[src/rtl/hit_receiver_pkg.sv]
// Shared game constants and types used by the bullet receive path.
package hit_receiver_pkg;

   localparam int GAME_X_W      = 11;
   localparam int GAME_Y_W      = 10;
   localparam int HP_W          = 7;

   localparam int BULLET_STEP_X = 11;
   localparam int MAX_HP        = 100;
   localparam int DAMAGE        = 10;
   localparam int HIT_W         = 32;
   localparam int HIT_H         = 64;
   localparam int SCREEN_W      = 640;

   typedef struct packed {
      logic                valid;
      logic                dir;
      logic [GAME_X_W-1:0] x;
      logic [GAME_Y_W-1:0] y;
   } bullet_t;

   typedef enum logic [1:0] {
      IDLE,
      STEP,
      CHECK,
      KO
   } state_t;

endpackage

[src/rtl/hit_receiver_bullet_slot.sv]
// One in-flight bullet: load, per-frame horizontal step with screen-exit
// detection, and a combinational hitbox test against the target corner.
module bullet_slot
   import hit_receiver_pkg::*;
#(
   parameter int X_W = GAME_X_W,
   parameter int Y_W = GAME_Y_W
) (
   input  logic           clk,
   input  logic           rst_n,
   input  logic           load,
   input  logic [X_W-1:0] load_x,
   input  logic [Y_W-1:0] load_y,
   input  logic           load_dir,
   input  logic           step,
   input  logic           clear,
   input  logic [X_W-1:0] tgt_x,
   input  logic [Y_W-1:0] tgt_y,
   output bullet_t        blt,
   output logic           hit
);

   localparam logic signed [X_W:0] STEP_S = (X_W+1)'(BULLET_STEP_X);
   localparam logic signed [X_W:0] X_MAX  = (X_W+1)'(SCREEN_W - 1);

   logic signed [X_W:0] x_s;
   logic signed [X_W:0] moved;
   logic                off_screen;
   logic                in_x;
   logic                in_y;

   // One extra signed bit lets a leftward step below zero show up as negative.
   assign x_s        = signed'({1'b0, blt.x});
   assign moved      = blt.dir ? (x_s - STEP_S) : (x_s + STEP_S);
   assign off_screen = moved[X_W] || (moved > X_MAX);

   assign in_x = ({1'b0, blt.x} >= {1'b0, tgt_x}) &&
                 ({1'b0, blt.x} <  ({1'b0, tgt_x} + (X_W+1)'(HIT_W)));
   assign in_y = ({1'b0, blt.y} >= {1'b0, tgt_y}) &&
                 ({1'b0, blt.y} <  ({1'b0, tgt_y} + (Y_W+1)'(HIT_H)));
   assign hit  = blt.valid && in_x && in_y;

   always_ff @(posedge clk or negedge rst_n) begin
      if (!rst_n) begin
         blt <= '0;
      end else if (clear) begin
         blt.valid <= 1'b0;
      end else if (load) begin
         blt.valid <= 1'b1;
         blt.dir   <= load_dir;
         blt.x     <= load_x;
         blt.y     <= load_y;
      end else if (step && blt.valid) begin
         if (off_screen) begin
            blt.valid <= 1'b0;
         end else begin
            blt.x <= moved[X_W-1:0];
         end
      end
   end

endmodule

[src/rtl/hit_receiver.sv]
// Target-side bullet receiver: accepts bullets, steps them each frame,
// applies hit damage to HP and reports KO.
module hit_receiver
   import hit_receiver_pkg::*;
#(
   parameter int SLOTS = 4,
   parameter int X_W   = 11,
   parameter int Y_W   = 10
) (
   input  logic               i_clk,
   input  logic               i_rst_n,
   input  logic               i_frame,
   input  logic               i_round_start,
   input  logic               i_fire_valid,
   output logic               o_fire_ready,
   input  logic [X_W-1:0]     i_fire_x,
   input  logic [Y_W-1:0]     i_fire_y,
   input  logic               i_fire_dir,
   input  logic [X_W-1:0]     i_tgt_x,
   input  logic [Y_W-1:0]     i_tgt_y,
   output logic [HP_W-1:0]    o_hp,
   output logic               o_hit,
   output logic               o_ko,
   output logic [SLOTS-1:0]   o_blt_valid,
   output logic [SLOTS*X_W-1:0] o_blt_x,
   output logic [SLOTS*Y_W-1:0] o_blt_y
);

   state_t           state;
   state_t           state_nxt;
   logic             step;
   logic             check;
   logic             accept;
   logic             found;
   logic [SLOTS-1:0] occ;
   logic [SLOTS-1:0] hit_vec;
   logic [SLOTS-1:0] free_onehot;
   logic [SLOTS-1:0] load_vec;
   logic [SLOTS-1:0] clear_vec;
   logic [7:0]       hit_cnt;
   logic [7:0]       damage;
   logic [HP_W-1:0]  hp;
   logic [HP_W-1:0]  hp_after;
   logic             hit_q;
   bullet_t          blt [SLOTS];

   function automatic logic [HP_W-1:0] sat_sub(input logic [HP_W-1:0] a,
                                                input logic [7:0]      d);
      if ({1'b0, a} <= d) return '0;
      return a - d[HP_W-1:0];
   endfunction

   assign o_fire_ready = (state != KO) && !(&occ);
   assign accept       = i_fire_valid && o_fire_ready && !i_round_start;

   always_comb begin
      free_onehot = '0;
      found       = 1'b0;
      for (int i = 0; i < SLOTS; i++) begin
         if (!occ[i] && !found) begin
            free_onehot[i] = 1'b1;
            found          = 1'b1;
         end
      end
      load_vec = accept ? free_onehot : '0;
   end

   always_comb begin
      hit_cnt = '0;
      for (int i = 0; i < SLOTS; i++) begin
         hit_cnt = hit_cnt + 8'(hit_vec[i]);
      end
      damage   = hit_cnt * 8'(DAMAGE);
      hp_after = sat_sub(hp, damage);
   end

   always_comb begin
      state_nxt = state;
      step      = 1'b0;
      check     = 1'b0;
      case (state)
         IDLE: begin
            if (hp == '0)   state_nxt = KO;
            else if (i_frame) state_nxt = STEP;
         end
         STEP: begin
            step      = 1'b1;
            state_nxt = CHECK;
         end
         CHECK: begin
            check     = 1'b1;
            state_nxt = (hp_after == '0) ? KO : IDLE;
         end
         KO: begin
            step = i_frame;
         end
         default: state_nxt = IDLE;
      endcase
      // A new round overrides any frame work scheduled for this cycle.
      if (i_round_start) begin
         state_nxt = IDLE;
         step      = 1'b0;
         check     = 1'b0;
      end
   end

   assign clear_vec = i_round_start ? '1 : (check ? hit_vec : '0);

   always_ff @(posedge i_clk or negedge i_rst_n) begin
      if (!i_rst_n) begin
         state <= IDLE;
         hp    <= HP_W'(MAX_HP);
         hit_q <= 1'b0;
      end else begin
         state <= state_nxt;
         hit_q <= check && (|hit_vec);
         if (i_round_start)  hp <= HP_W'(MAX_HP);
         else if (check)     hp <= hp_after;
      end
   end

   assign o_hp  = hp;
   assign o_hit = hit_q;
   assign o_ko  = (state == KO);

   for (genvar i = 0; i < SLOTS; i++) begin : g_slot
      bullet_slot #(
         .X_W (X_W),
         .Y_W (Y_W)
      ) u_slot (
         .clk      (i_clk),
         .rst_n    (i_rst_n),
         .load     (load_vec[i]),
         .load_x   (i_fire_x),
         .load_y   (i_fire_y),
         .load_dir (i_fire_dir),
         .step     (step),
         .clear    (clear_vec[i]),
         .tgt_x    (i_tgt_x),
         .tgt_y    (i_tgt_y),
         .blt      (blt[i]),
         .hit      (hit_vec[i])
      );
      assign occ[i]                   = blt[i].valid;
      assign o_blt_valid[i]           = blt[i].valid;
      assign o_blt_x[i*X_W +: X_W]    = blt[i].x;
      assign o_blt_y[i*Y_W +: Y_W]    = blt[i].y;
   end

endmodule
[config.mk]
export PLATFORM = sky130hd
export DESIGN_NAME = hit_receiver
export DESIGN_NICKNAME = d
export VERILOG_FILES = /design/src/rtl/hit_receiver_pkg.sv /design/src/rtl/hit_receiver_bullet_slot.sv /design/src/rtl/hit_receiver.sv
export SDC_FILE = /design/constraint.sdc
export NUM_CORES = 1
export LEC_CHECK = 0
export CORE_MARGIN = 1.5
export CORE_UTILIZATION = 40
export CTS_CLUSTER_SIZE = 16
export DETAILED_ROUTE_END_ITERATION = 10
export SKIP_LAST_GASP = 1
export SLEW_MARGIN = 20
export SYNTH_ARGS = -nofsm -noshare
export SYNTH_HDL_FRONTEND = slang
export SYNTH_SLANG_ARGS = --single-unit
[constraint.sdc]
create_clock -name i_clk -period 5.6 [get_ports i_clk]
set_input_delay 1.12 -clock i_clk [delete_from_list [all_inputs] [get_ports i_clk]]
set_output_delay 1.12 -clock i_clk [all_outputs]
set_load 0.005 [all_outputs]
==> results.sh <==
export IMPL_outcome="complete, but fails checks"
export IMPL_violations="setup timing"
export IMPL_layout_area_overhead_vs_synth_pct=27.6
export IMPL_chipHeight_um=168
export IMPL_timing_setup_critical_path_class="in2reg"
export IMPL_num_vias=10100
export IMPL_initial_core_utilization_pct=40.7
export IMPL_async_reset_ff_share_pct=100
export IMPL_clock_root_buffer="clkbuf_16"
export IMPL_antenna_left=0
export IMPL_globalRouteOverflowTotal=0
export IMPL_synth_warnings=0
export IMPL_clock_skew_final_ps=12.4
export IMPL_routedWlPerCell_um=19.7
export IMPL_dp_cells=1752
export IMPL_cts_htree_levels=3
export IMPL_global_route_usage_total_pct=25.1
export IMPL_max_freq_mhz=176
export IMPL_post_synth_num_cell_types=74
export IMPL_grt_setup_unrepaired="true"
export IMPL_clock_sinks=102
export IMPL_ctsLongestPathBuffers=2
export IMPL_io_pin_count=146
export IMPL_syn_area_per_cell_um2=8.68
export IMPL_timing_final_crit_share_pct=101
export IMPL_power_density_nw_per_um2=457
export IMPL_layout_cells_most_common="ha_1"
export IMPL_timing_setup_tns_ps=-104
export IMPL_layoutNonFillerInstCount=1790
export IMPL_worst_ep_arrival_time_ps=5950
export IMPL_leakage_power_nw=6.46
export IMPL_syn_instance_count=1259
export IMPL_report_final_setup_viol=2
export IMPL_dieWidth_um=168
export IMPL_clk_latency_ps=360
export IMPL_class_of_the_tightest_hold_or_removal_check="reg2reg"
export IMPL_drt_vias_per_instance=5.66
export IMPL_antenna_found_initial=0
export IMPL_synth_fp_nets=1488
export IMPL_gpl_final_weighted_congestion=0.931
export IMPL_drc=0
export IMPL_core_area_um2=26900
export IMPL_worstPathRequired_ps=5870
export IMPL_numCtsBuffers=9
export IMPL_num_rows=60
export IMPL_synth_edff_count=0
export IMPL_hpwl_um=27600
export IMPL_portBuffers=145
export IMPL_worstSetupEndpointType="flip-flop"
export IMPL_relSlewSlack_pct=30.0
export IMPL_dieArea_um2=28300
export IMPL_netlist_area_um2=10900
export IMPL_grt_start_max_net_pins=64
export IMPL_proportion_of_layout_cells_with_a_drive_suffix_above_1_pct=22.4
export IMPL_layout_nets=1673
export IMPL_synth_seq_cells=102
export IMPL_grt_pass1_wl_um=55200
export IMPL_tightest_slew_ps=1040
export IMPL_ys_seq_area_share_pct=23.4
export IMPL_fin_ws_ps=-75.0
export IMPL_cts_tree="built"
export IMPL_highest_fanout_seen_on_the_critical_path=4
export IMPL_max_vdd_ir_drop_uv=352
export IMPL_mostFrequentLayoutCells="ha_1 (151), buf_4 (146), nand2_1 (132)"
export IMPL_ys_flop_type="dfrtp_1"
export IMPL_finalHoldViolCount=0
export IMPL_drt_wl_total_um=35200
export IMPL_post_cts_hold_buffer_count=0
export IMPL_grt_pass1_vias=10000
export IMPL_drc_marker_count_from_the_first_detailed_route_iteration=586
export IMPL_cts_reportedPaths_clkPinSlew_ps=80
export IMPL_n_antenna_cell=0
export IMPL_drt_pass_1_iters=5
export IMPL_finalMaxSlewViolations=0
export IMPL_period_needed_ps=5670
export IMPL_critPathLaunchType="input port"
export IMPL_cap_viol_max_count=0
[repair_timing]
item,CTS,global route
cloned,0,0
setup endpoints to repair,9,5
gates resized for setup,126,5
buffers inserted,20,3
pin swaps,50,13
[synth_stat cells (all sizes together), types with 18 or more instances]
cell | count | share of area, %
a211oi | 18 | 1.3
a21o | 18 | 1.2
a21oi | 69 | 3.2
buf | 97 | 6.5
clkbuf | 21 | 0.72
dfrtp | 99 | 23
ha | 174 | 20
inv | 70 | 2.4
mux2 | 49 | 5.3
nand2 | 133 | 4.6
nand3 | 28 | 1.3
nor2 | 54 | 1.9
nor2b | 21 | 1.2
nor3 | 24 | 1.1
o211ai | 18 | 1.2
o21ai | 81 | 3.7
xnor2 | 21 | 1.7
[kinds of logic (layout without fill, tap and decap cells)]
| group | after synthesis | after routing | synth area share, % |
|---|---|---|---|
| simple gates | 360 | 360 | 16.2 |
| flops | 102 | 102 | 23.4 |
| mux | 58 | 58 | 6.08 |
| compound gates | 332 | 332 | 20.4 |
| fa+ha+maj | 181 | 181 | 21.2 |
| buf+inv | 188 | 378 | 9.66 |
| xor+xnor | 38 | 38 | 3.04 |
[per-layer routing]
metal  wire [µm]  global-route usage (%)  up-vias  part of all wire (%)
met2       16500                    42.2      301                    47
met3        1620                    3.06       71                   4.6
met1       15800                    32.5     4860                    45
met5           0                       0        -                     0
li1            -                       -     4905                     -
met4        1280                    10.7        0                   3.6
[worst paths after layout]
| kind | startpoint | end | slack, ps | cells past startpoint |
|---|---|---|---|---|
| setup / recovery | i_tgt_x[4] | state[0]$_DFFE_PN0P_ | -70 | 23 |
| hold / removal | g_slot[2].u_slot.blt[2]$_DFFE_PN0P_ | g_slot[2].u_slot.blt[2]$_DFFE_PN0P_ | 540 | 2 |
| setup reg to reg | g_slot[1].u_slot.blt[11]$_DFFE_PN0P_ | state[0]$_DFFE_PN0P_ | 480 | 22 |
| hold reg to reg | g_slot[2].u_slot.blt[2]$_DFFE_PN0P_ | g_slot[2].u_slot.blt[2]$_DFFE_PN0P_ | 540 | 2 |
| max in group asynchronous | i_rst_n | g_slot[1].u_slot.blt[20]$_DFFE_PN0P_ | 3670 | 2 |
| min in group asynchronous | i_rst_n | g_slot[3].u_slot.blt[2]$_DFFE_PN0P_ | 860 | 1 |
[final cells by class]
class	instances	area, µm²
Inverter	70	267
Tap cell	341	427
Sequential cell	102	2560
Multi-Input combinational cell	969	7840
Clock buffer	11	243
Timing Repair Buffer	292	2540
Fill cell	2517	12900
Clock inverter	5	81.3
[sequential cells by signal, summed over array words and instances (netlist names)]
signal             count
o_hp                   7
o_hit                  1
state                  2
g_slot.u_slot.blt     92
[power by group]
part	total (mW)	switching (mW)	internal, mW	leakage [nW]
combinational	4.22	2.07	2.15	5.04
clock	0.718	0.312	0.406	0.156
sequential	1.43	0.452	0.982	1.27
total	6.38	2.83	3.54	6.46
[worst max-delay path: stages]
cell and delay [ps]:
clkdlybuf4s50_1 480, inv_2 90, ha_1 320, inv_1 80, a2111oi_2 50, nor4_2 360
o31a_1 230, nand3_2 110, fa_1 560, inv_2 50, ha_4 160, ha_4 160
ha_4 160, fa_1 510, inv_2 50, ha_4 240, o21ai_2 80, a21oi_2 110
or2_2 310, a221oi_4 330, buf_4 160, nor3_2 40, a211oi_2 160
[per-stage QoR]
step | util [%] | hold WS (ps) | worst slack, ps | power (mW) | instance area, µm²
3_3_place_gp | 48.5 | 505 | -819 | 5.33 | 13000
3_5_place_dp | 48.5 | 509 | -1010 | 5.41 | 13000
4_1_cts | 51.7 | 526 | -107 | 6.33 | 13900
2_1_floorplan | - | 473 | 0.192 | 4.21 | 11000
6_report | 51.9 | 537 | -75.0 | 6.38 | 13900
5_1_grt | 51.9 | 575 | -324 | 6.94 | 13900
(Power assumes the default switching activity.)
